$ cat src/rtl/ddr2_arb_pkg.sv
// Shared types and default widths for the DDR2 local-interface arbiter.
// Latency: n/a (types only).
// Backpressure: n/a.
package ddr2_arb_pkg;

    typedef enum logic {
        IDLE  = 1'b0,
        GRANT = 1'b1
    } arb_state_t;

    localparam int PORT_W    = 1;
    localparam int NUM_PORTS = 2;

    localparam int ADDR_W_DEF    = 22;
    localparam int DATA_W_DEF    = 128;
    localparam int BE_W_DEF      = 16;
    localparam int TAG_DEPTH_DEF = 8;
    localparam int WDATA_LAT_DEF = 1;

    typedef logic [PORT_W-1:0] port_id_t;

endpackage

$ cat src/rtl/ddr2_arb_tag_fifo.sv
// Ordered FIFO of owner IDs for outstanding controller commands.
// Latency: head visible the cycle after push; pop is combinational-read, registered-advance.
// Backpressure: push ignored when full, pop ignored when empty (caller masks both).
module ddr2_arb_tag_fifo
    import ddr2_arb_pkg::*;
#(
    parameter int DEPTH = TAG_DEPTH_DEF,
    parameter int CNT_W = $clog2(DEPTH + 1)
) (
    input  logic             clk,
    input  logic             reset_n,
    input  logic             push_vld,
    input  port_id_t         push_dat,
    input  logic             pop_vld,
    output port_id_t         head_dat,
    output logic             full,
    output logic             empty,
    output logic [CNT_W-1:0] count
);
    // Pointers wrap naturally, so DEPTH must be a power of 2 and at least 2.
    localparam int PTR_W = (DEPTH > 1) ? $clog2(DEPTH) : 1;

    port_id_t         mem [DEPTH];
    logic [PTR_W-1:0] wr_ptr;
    logic [PTR_W-1:0] rd_ptr;
    logic             do_push;
    logic             do_pop;

    assign full     = (count == CNT_W'(DEPTH));
    assign empty    = (count == '0);
    assign do_push  = push_vld && !full;
    assign do_pop   = pop_vld && !empty;
    assign head_dat = mem[rd_ptr];

    always_ff @(posedge clk or negedge reset_n) begin
        if (!reset_n) begin
            wr_ptr <= '0;
            rd_ptr <= '0;
            count  <= '0;
        end else begin
            if (do_push) wr_ptr <= wr_ptr + PTR_W'(1);
            if (do_pop)  rd_ptr <= rd_ptr + PTR_W'(1);
            count <= count + CNT_W'(do_push) - CNT_W'(do_pop);
        end
    end

    always_ff @(posedge clk) begin
        if (do_push) mem[wr_ptr] <= push_dat;
    end

endmodule

$ cat src/rtl/ddr2_local_arbiter.sv
// Round-robin 2-port arbiter onto one DDR2 controller local interface, routing returns by tag.
// Latency: 1 cycle IDLE->GRANT, command presented in GRANT; one command per 2 cycles minimum.
// Backpressure: port ready follows local_ready in GRANT; ports masked while their tag FIFO is full.
module ddr2_local_arbiter
    import ddr2_arb_pkg::*;
#(
    parameter int ADDR_W    = ADDR_W_DEF,
    parameter int DATA_W    = DATA_W_DEF,
    parameter int BE_W      = BE_W_DEF,
    parameter int TAG_DEPTH = TAG_DEPTH_DEF,
    parameter int WDATA_LAT = WDATA_LAT_DEF
) (
    input  logic              clk,
    input  logic              reset_n,

    input  logic              p0_read_req,
    input  logic              p0_write_req,
    input  logic [ADDR_W-1:0] p0_address,
    input  logic              p0_autopch_req,
    input  logic [DATA_W-1:0] p0_wdata,
    input  logic [BE_W-1:0]   p0_be,
    output logic              p0_ready,
    output logic              p0_wdata_req,
    output logic [DATA_W-1:0] p0_rdata,
    output logic              p0_rdata_valid,

    input  logic              p1_read_req,
    input  logic              p1_write_req,
    input  logic [ADDR_W-1:0] p1_address,
    input  logic              p1_autopch_req,
    input  logic [DATA_W-1:0] p1_wdata,
    input  logic [BE_W-1:0]   p1_be,
    output logic              p1_ready,
    output logic              p1_wdata_req,
    output logic [DATA_W-1:0] p1_rdata,
    output logic              p1_rdata_valid,

    input  logic              local_init_done,
    input  logic              local_ready,
    input  logic              local_wdata_req,
    input  logic [DATA_W-1:0] local_rdata,
    input  logic              local_rdata_valid,
    output logic              local_read_req,
    output logic              local_write_req,
    output logic              local_burstbegin,
    output logic [ADDR_W-1:0] local_address,
    output logic              local_autopch_req,
    output logic              local_size,
    output logic [DATA_W-1:0] local_wdata,
    output logic [BE_W-1:0]   local_be,
    output logic              arb_error
);
    localparam int CNT_W = $clog2(TAG_DEPTH + 1);

    arb_state_t           state;
    arb_state_t           state_nxt;
    port_id_t             g;
    port_id_t             g_nxt;
    port_id_t             lw;
    port_id_t             lw_nxt;
    logic [NUM_PORTS-1:0] elig;

    logic                 rd_full;
    logic                 rd_empty;
    logic [CNT_W-1:0]     rd_count;
    port_id_t             rd_head;
    logic                 wr_full;
    logic                 wr_empty;
    logic [CNT_W-1:0]     wr_count;
    port_id_t             wr_head;

    logic                 sel_rd;
    logic                 sel_wr;
    logic                 sel_apch;
    logic [ADDR_W-1:0]    sel_addr;
    logic                 in_grant;
    logic                 cmd_vld;
    logic                 accept;
    logic                 rd_push;
    logic                 wr_push;
    logic                 rd_pop;
    logic                 wr_pop;
    logic                 wd_vld;
    port_id_t             wd_own;

    // Eligibility masks each request type by its own FIFO, so a push can never overflow.
    assign elig[0] = (p0_read_req && !rd_full) || (p0_write_req && !wr_full);
    assign elig[1] = (p1_read_req && !rd_full) || (p1_write_req && !wr_full);

    always_ff @(posedge clk or negedge reset_n) begin
        if (!reset_n) begin
            state <= IDLE;
            g     <= '0;
            lw    <= port_id_t'(1);
        end else begin
            state <= state_nxt;
            g     <= g_nxt;
            lw    <= lw_nxt;
        end
    end

    always_comb begin
        state_nxt = state;
        g_nxt     = g;
        lw_nxt    = lw;
        case (state)
            IDLE: begin
                if (local_init_done && (|elig)) begin
                    state_nxt = GRANT;
                    if (&elig) g_nxt = ~lw;
                    else       g_nxt = elig[1] ? port_id_t'(1) : port_id_t'(0);
                end
            end
            GRANT: begin
                if (accept) begin
                    state_nxt = IDLE;
                    lw_nxt    = g;
                end else if (!cmd_vld) begin
                    state_nxt = IDLE;
                end
            end
            default: state_nxt = IDLE;
        endcase
    end

    assign sel_rd   = g[0] ? p1_read_req    : p0_read_req;
    assign sel_wr   = g[0] ? p1_write_req   : p0_write_req;
    assign sel_apch = g[0] ? p1_autopch_req : p0_autopch_req;
    assign sel_addr = g[0] ? p1_address     : p0_address;

    // A port driving both requests gets its read issued; the write waits for a later grant.
    assign in_grant          = (state == GRANT);
    assign local_read_req    = in_grant && sel_rd && !rd_full;
    assign local_write_req   = in_grant && !sel_rd && sel_wr && !wr_full;
    assign cmd_vld           = local_read_req || local_write_req;
    assign accept            = cmd_vld && local_ready;
    assign local_burstbegin  = cmd_vld;
    assign local_address     = in_grant ? sel_addr : '0;
    assign local_autopch_req = in_grant && sel_apch;
    assign local_size        = 1'b1;

    assign p0_ready = accept && !g[0];
    assign p1_ready = accept && g[0];

    assign rd_push = accept && local_read_req;
    assign wr_push = accept && local_write_req;
    assign rd_pop  = local_rdata_valid && !rd_empty;
    assign wr_pop  = local_wdata_req && !wr_empty;

    ddr2_arb_tag_fifo #(.DEPTH(TAG_DEPTH), .CNT_W(CNT_W)) u_rd_tags (
        .clk      (clk),
        .reset_n  (reset_n),
        .push_vld (rd_push),
        .push_dat (g),
        .pop_vld  (rd_pop),
        .head_dat (rd_head),
        .full     (rd_full),
        .empty    (rd_empty),
        .count    (rd_count)
    );

    ddr2_arb_tag_fifo #(.DEPTH(TAG_DEPTH), .CNT_W(CNT_W)) u_wr_tags (
        .clk      (clk),
        .reset_n  (reset_n),
        .push_vld (wr_push),
        .push_dat (g),
        .pop_vld  (wr_pop),
        .head_dat (wr_head),
        .full     (wr_full),
        .empty    (wr_empty),
        .count    (wr_count)
    );

    assign p0_rdata       = local_rdata;
    assign p1_rdata       = local_rdata;
    assign p0_rdata_valid = rd_pop && !rd_head[0];
    assign p1_rdata_valid = rd_pop && rd_head[0];
    assign p0_wdata_req   = wr_pop && !wr_head[0];
    assign p1_wdata_req   = wr_pop && wr_head[0];

    // The write-data mux owner trails the beat request by the controller's wdata latency.
    generate
        if (WDATA_LAT == 0) begin : g_wd_lat0
            assign wd_vld = wr_pop;
            assign wd_own = wr_head;
        end else begin : g_wd_lat1
            always_ff @(posedge clk or negedge reset_n) begin
                if (!reset_n) begin
                    wd_vld <= 1'b0;
                    wd_own <= '0;
                end else begin
                    wd_vld <= wr_pop;
                    wd_own <= wr_head;
                end
            end
        end
    endgenerate

    assign local_wdata = !wd_vld ? '0 : (wd_own[0] ? p1_wdata : p0_wdata);
    assign local_be    = !wd_vld ? '0 : (wd_own[0] ? p1_be    : p0_be);

    always_ff @(posedge clk or negedge reset_n) begin
        if (!reset_n) begin
            arb_error <= 1'b0;
        end else if ((local_rdata_valid && rd_empty) || (local_wdata_req && wr_empty)) begin
            arb_error <= 1'b1;
        end
    end

    always @(posedge clk) begin
        if (reset_n) begin
            assert (rd_count <= CNT_W'(TAG_DEPTH));
            assert (wr_count <= CNT_W'(TAG_DEPTH));
            assert (!(rd_push && rd_full));
            assert (!(wr_push && wr_full));
        end
    end

endmodule

$ cat config.mk
export PLATFORM = sky130hd
export DESIGN_NAME = ddr2_local_arbiter
export DESIGN_NICKNAME = d
export VERILOG_FILES = /design/src/rtl/ddr2_arb_pkg.sv /design/src/rtl/ddr2_arb_tag_fifo.sv /design/src/rtl/ddr2_local_arbiter.sv
export SDC_FILE = /design/constraint.sdc
export NUM_CORES = 1
export LEC_CHECK = 0
export CORE_AREA = 2 2 354 356
export DETAILED_ROUTE_END_ITERATION = 8
export DIE_AREA = 0 0 356 358
export PLACE_DENSITY = 0.3
export SLEW_MARGIN = 15
export SYNTH_ARGS = -nofsm -noshare
export SYNTH_HDL_FRONTEND = slang
export SYNTH_SLANG_ARGS = --single-unit
$ cat constraint.sdc
create_clock -name clk -period 4.6 [get_ports clk]
set_clock_uncertainty 0.1 [all_clocks]
set_input_delay 1.15 -clock clk [delete_from_list [all_inputs] [get_ports clk]]
set_output_delay 1.15 -clock clk [all_outputs]
set_load 0.005 [all_outputs]
### Word-level counts from Yosys, hierarchy flattened

Memory sizes are Yosys's and may differ from the RTL's.
Index checks and enable logic that the tools add are counted.
Widths: inputs -> output; s select.

| cells by class | value |
|---|---|
| $add $sub $neg | 8 |
| equal/unequal tests | 2 |
| multiplexer cells | 19 |
| bitwise gates (word level) | 2 |
| reduce and logical (&&, ||, !) cells | 46 |

Operator list:

| cell | number |
|---|---|
| $mux 128 | 2 |
| $mux 22 | 2 |
| $mux 16 | 2 |
| $logic_and 1x1->1 | 28 |
| $add 3x1->3 const B | 4 |
| $mux 1 | 12 |
| $add 4x1->4 | 2 |
| $eq 4x4->1 const B | 2 |
| $logic_not 1->1 | 8 |
| $logic_not 4->1 | 2 |
| $sub 4x1->4 | 2 |
| $reduce_and 2->1 | 3 |
| $logic_or 1x1->1 | 4 |
| $not 1->1 | 2 |
| $pmux 1 s2 | 1 |
| $reduce_or 2->1 | 1 |

| word-level totals | value |
|---|---|
| register bits after elaboration | 26 |
| bits in writable memories | 16 |
| output and inout bits | 434 |
| memories | 2 |

Memory list:

| memory | depth | width | read ports | clocked after Yosys merged registers in | write ports | line | text |
|---|---|---|---|---|---|---|---|
| u_rd_tags.mem | 8 | 1 | 1 | 0 | 1 | ddr2_arb_tag_fifo.sv:23 | `port_id_t mem [DEPTH];` |
| u_wr_tags.mem | 8 | 1 | 1 | 0 | 1 | ddr2_arb_tag_fifo.sv:23 |  |

### Longest topological paths before layout

| logic depth | value |
|---|---|
| depth after elaboration | 11 |
| mapped depth | 11 |
| gate-level depth less buffers | 11 |

### By module

From an unflattened synthesis, not the netlist that was laid out.

| second synthesis, totals | value |
|---|---|
| cells, all modules | 805 |
| area, all modules | 6999.2 um^2 |

By module, submodules not included:

| module | instances | cells each | area an instance (um^2) | seq. area each (um^2) |
|---|---|---|---|---|
| ddr2_local_arbiter | 1 | 669 | 5202.5 | 151.4 |
| ddr2_arb_tag_fifo | 2 | 68 | 898.4 | 490.5 |

### Worst setup path before layout

OpenSTA, ideal clock, no wires.

| timing path | value |
|---|---|
| path type | input-to-output |
| start point | input p0_read_req |
| end point | output p1_ready |
| arrival | 2119 ps |
| data required time | 3350 ps |
| slack | 1231 ps |
| cell stages on the path | 6 |
| path buffers | 0 |
| path through | or3b_1 a21oi_2 nand3_4 clkinv_4 nor2_2 nor2b_1 |

| on the way | value |
|---|---|
| longest elaborated chain between the ends | 8 |
| elaborated cells between the ends (all ways) | 10 |
| those cells by class | mux: 1; reduce/logical: 9 |

Ends and longest elaborated chain:

| what | line | text |
|---|---|---|
| from (decl) | ddr2_local_arbiter.sv:16 | `input logic p0_read_req,` |
| $mux 1 (*) | ddr2_local_arbiter.sv:126 | `assign sel_rd = g[0] ? p1_read_req : p0_read_req;` |
| $logic_not 1->1 | ddr2_local_arbiter.sv:134 | `assign local_write_req = in_grant && !sel_rd && sel_wr && !wr_full;` |
| $logic_and 1x1->1 (3 in a row) | ddr2_local_arbiter.sv:134 |  |
| $logic_or 1x1->1 (*) | ddr2_local_arbiter.sv:135 | `assign cmd_vld = local_read_req \|\| local_write_req;` |
| $logic_and 1x1->1 (*) | ddr2_local_arbiter.sv:136 | `assign accept = cmd_vld && local_ready;` |
| $logic_and 1x1->1 (*) | ddr2_local_arbiter.sv:143 | `assign p1_ready = accept && g[0];` |
| to (decl) | ddr2_local_arbiter.sv:33 | `output logic p1_ready,` |

Mark *: on every way between the ends. The rest lies on a longest branch, timed or not.

### Final worst setup path

Ends and elaborated chain as after synthesis.

==> reports/summary.txt <==
======================================================================================================
Distinct cells, synth ...................................................................           45
RSZ-0062 raised after global routing ....................................................           no
Part of the total power dissipated in sequential elements ...............................        18.1%
Critical-path maximum fanout ............................................................            4
Post-layout worst setup margin ..........................................................    0.1315 ns
Kind of end point of the critical path ..................................................  output port
Fraction of synthesis flops using an asynchronous set or reset pin ......................       61.90%
Placeable core region ...................................................................  123300 um^2
Die W ...................................................................................       356 um
Cell area reported after detailed placement .............................................   12400 um^2
Post-synthesis to final-layout area growth ..............................................       80.31%
Psw .....................................................................................     1.793 mW
Synth Instances .........................................................................          802
Result of the run ....................................................................... finished, final reports clean
Clock transition at the register clock pins on the worst setup and hold paths after CTS .      0.06 ns
CTS Hold Bufs ...........................................................................            0
Combinational fraction of design power ..................................................        74.2%
Syn nets ................................................................................         1292
Summed area of non-filler cells in the final layout .....................................   12570 um^2
Routed via count divided by cell count ..................................................        2.403
Data arrival, critical path .............................................................      3.22 ns
Worst hold-check path type ..............................................................      reg2reg
Total number of H-tree levels ...........................................................            2
DP Worst Slack ..........................................................................    0.1148 ns
Antenna-violating nets left .............................................................            0
Residual DRC ............................................................................            0
Via count of the first global-routing pass ..............................................         6890
Grt total ovfl ..........................................................................            0
Final critical-path required period .....................................................     4.469 ns
Initial antenna violation count .........................................................           29
Total number of nets in the final design ................................................         1544
Sinks on Clock Net ......................................................................           42
Required time worst endpoint ............................................................      3.35 ns
Average cell area after synthesis .......................................................   8.691 um^2
Num ports ...............................................................................          906
Share of the yosys chip area belonging to registers .....................................       16.24%
Overall global routing resource usage ...................................................       7.703%
Clock latency at the later pin of the worst-skew pair ...................................      0.28 ns
Via count ...............................................................................         6487
Synthesized area ........................................................................    6970 um^2
Number of violations of the max-capacitance limit .......................................            0
Wirelength per Cell .....................................................................     19.51 um
Leak pwr ................................................................................     4.440 nW
PwrDens ................................................................................. 351.7 nW/um^2
Maximum clock insertion buffer count ....................................................            2
Effective utilization at floorplan ......................................................       5.653%
Final-report max-slew violation count ...................................................            0
Power share of the clock group ..........................................................         7.7%
Dpl hpwl ................................................................................     47800 um
Overall routed net length ...............................................................     52680 um
Share of total power consumed by net switching ..........................................       40.56%
Initial DRC Count .......................................................................          247
Die outline area ........................................................................  127400 um^2
Pin count of the biggest net entering global routing ....................................          137
Count of endpoints failing hold in the final timing report ..............................            0
Nature of the critical path startpoint .................................................. primary input
Height of the die .......................................................................       358 um
Count of input and output buffers .......................................................          520
Count of standard-cell rows .............................................................          129
Top library cells by usage in the layout, fill and taps aside ........................... clkdlybuf4s50_1, nor2b_1, mux2i_1
Slew at the pin with the worst max-slew slack ...........................................    0.8776 ns
TritonRoute pass-1 iters ................................................................            4
Global-route wire length before repair ..................................................     65650 um
# setup viols final .....................................................................            0
CTS tree ................................................................................         done
Ys flop type ............................................................................      dfrtp_1
VDD IR max ..............................................................................    0.1556 mV
Flops & latches, synth ..................................................................           42
Internal power of the cells .............................................................     2.627 mW
Final critical-path share of the clock period ...........................................       97.14%
Leading cell type in the layout, fill and taps excluded ................................. clkdlybuf4s50_1
Setup TNS ...............................................................................         0 ns
Post-synth EDFFs ........................................................................           16
Fraction of final layout cells sized beyond drive strength 1 ............................       5.118%
TritonCTS buffer count ..................................................................            5
Gpl congestion ..........................................................................       0.8775
Fmax ....................................................................................    223.8 MHz
Ys Warns ................................................................................            0
Slew margin rel. ........................................................................       41.49%
Clock root cell .........................................................................    clkbuf_16
Worst Setup Path Type ...................................................................       in2out
======================================================================================================
## state kept, by name, summed over array words and instances, names as in the netlist
register	flops
arb_error	1
in_grant	1
u_rd_tags.rd_ptr	3
u_wr_tags.count	4
wd_own	1
u_rd_tags.mem	8
u_wr_tags.mem	8
g	1
lw	1
wd_vld	1
u_rd_tags.count	4
u_wr_tags.wr_ptr	3
u_wr_tags.rd_ptr	3
u_rd_tags.wr_ptr	3
## cell usage after synthesis (all sizes together), types with 2 or more instances
cell    number  area (um^2)
nor4         2        12.51
mux2i      169         1692
nor3         4        20.02
nor3b        6        50.05
edfxtp      16        480.5
nand2       14        55.06
nand3        3        27.53
and2         4        25.02
nor2        10        40.04
inv         16        60.05
a22o         2        17.52
nor4b        4        35.03
ha          16        200.2
nor2b      171         1070
buf        278         2031
mux2         6        71.31
mux4         4        90.09
a21o         2        15.01
xor2         7        61.31
or3b         3        26.28
fa           2        40.04
clkbuf      20        75.07
dfrtp       25        625.6
xnor2        5        43.79
a21oi        3        18.77
## logic make-up (layout without fill, tap and decap cells)
family / after synthesis / after routing / share of synthesized area, %
AOI/OAI and AO/OA: 12 / 12 / 1.239
muxes: 179 / 179 / 26.58
other: 1 / 9 / 0.05380
DFF: 42 / 42 / 16.24
and+or+nand+nor: 223 / 223 / 19.73
adders and majority gates: 18 / 18 / 3.446
buffers and inverters: 315 / 568 / 31.20
xor gates and xnor gates: 12 / 12 / 1.508
## power by group through the flow
stage | clock (mW) | combinational (mW) | sequential, mW
3_5_place_dp | 0 | 3.35 | 0.827
2_1_floorplan | 0 | 1.82 | 0.640
6_report | 0.340 | 3.28 | 0.800
3_3_place_gp | 0 | 3.34 | 0.822
4_1_cts | 0.357 | 3.37 | 0.821
5_1_grt | 0.372 | 3.56 | 0.845
## path summary, 6_finish.rpt
path	start	end	slack, ns	cells after the start
max reg2reg	u_rd_tags.count[2]	u_rd_tags.count[2]	1.99	10
min	u_wr_tags.rd_ptr[2]	u_wr_tags.rd_ptr[2]	0.38	1
min in group asynchronous	reset_n	in_grant	1.18	1
max	p0_read_req	p1_ready	0.13	8
min reg2reg	u_wr_tags.rd_ptr[2]	u_wr_tags.rd_ptr[2]	0.38	1
max in group asynchronous	reset_n	u_rd_tags.count[1]	2.56	2
## stage by stage
| step | hold slack, ns | util (%) | std cells | total power [mW] |
|---|---|---|---|---|
| final | 0.3800 | 10.19 | 2700 | 4.420 |
| after global routing | 0.4132 | 10.18 | 2696 | 4.782 |
| after CTS | 0.3842 | 10.17 | 2692 | 4.544 |
| after detailed placement | 0.3732 | 10.06 | 2684 | 4.181 |
| after global placement | 0.3757 | 10.06 | 2684 | 4.163 |
| after floorplan | 0.3533 | - | 802 | 2.463 |
## critical path: stages
cell and delay (ns):
clkdlybuf4s50_1 0.50, or3b_1 0.46, a21oi_4 0.22, nand3_4 0.11
clkinv_4 0.08, nor2_2 0.06, nor2b_1 0.12, clkdlybuf4s50_1 0.51
## per-layer routing
layer,GRT usage (%),vias to the layer above,share of wire [%]
li1,-,2883,-
met1,9.029,2922,40
met5,0.6296,-,0.30
met4,1.958,10,2.0
met2,11.62,610,43
met3,4.814,62,15
## area by class of cell
class                   count  area, um^2
repair buffers            543        5478
clock buffers               5       125.1
inverters                  17       68.82
diodes                      8       20.02
clock inverters             3       16.27
well taps                1637        2048
fillers                 14320      110700
flip-flops and latches     42        1141
multi-input cells         445        3671
## timing repair
item                       4_1_cts  5_1_grt
setup buffers                    0        0
gates resized for setup          0        1
setup endpoints to repair        0        1
Power figures use the tool's default switching activity.
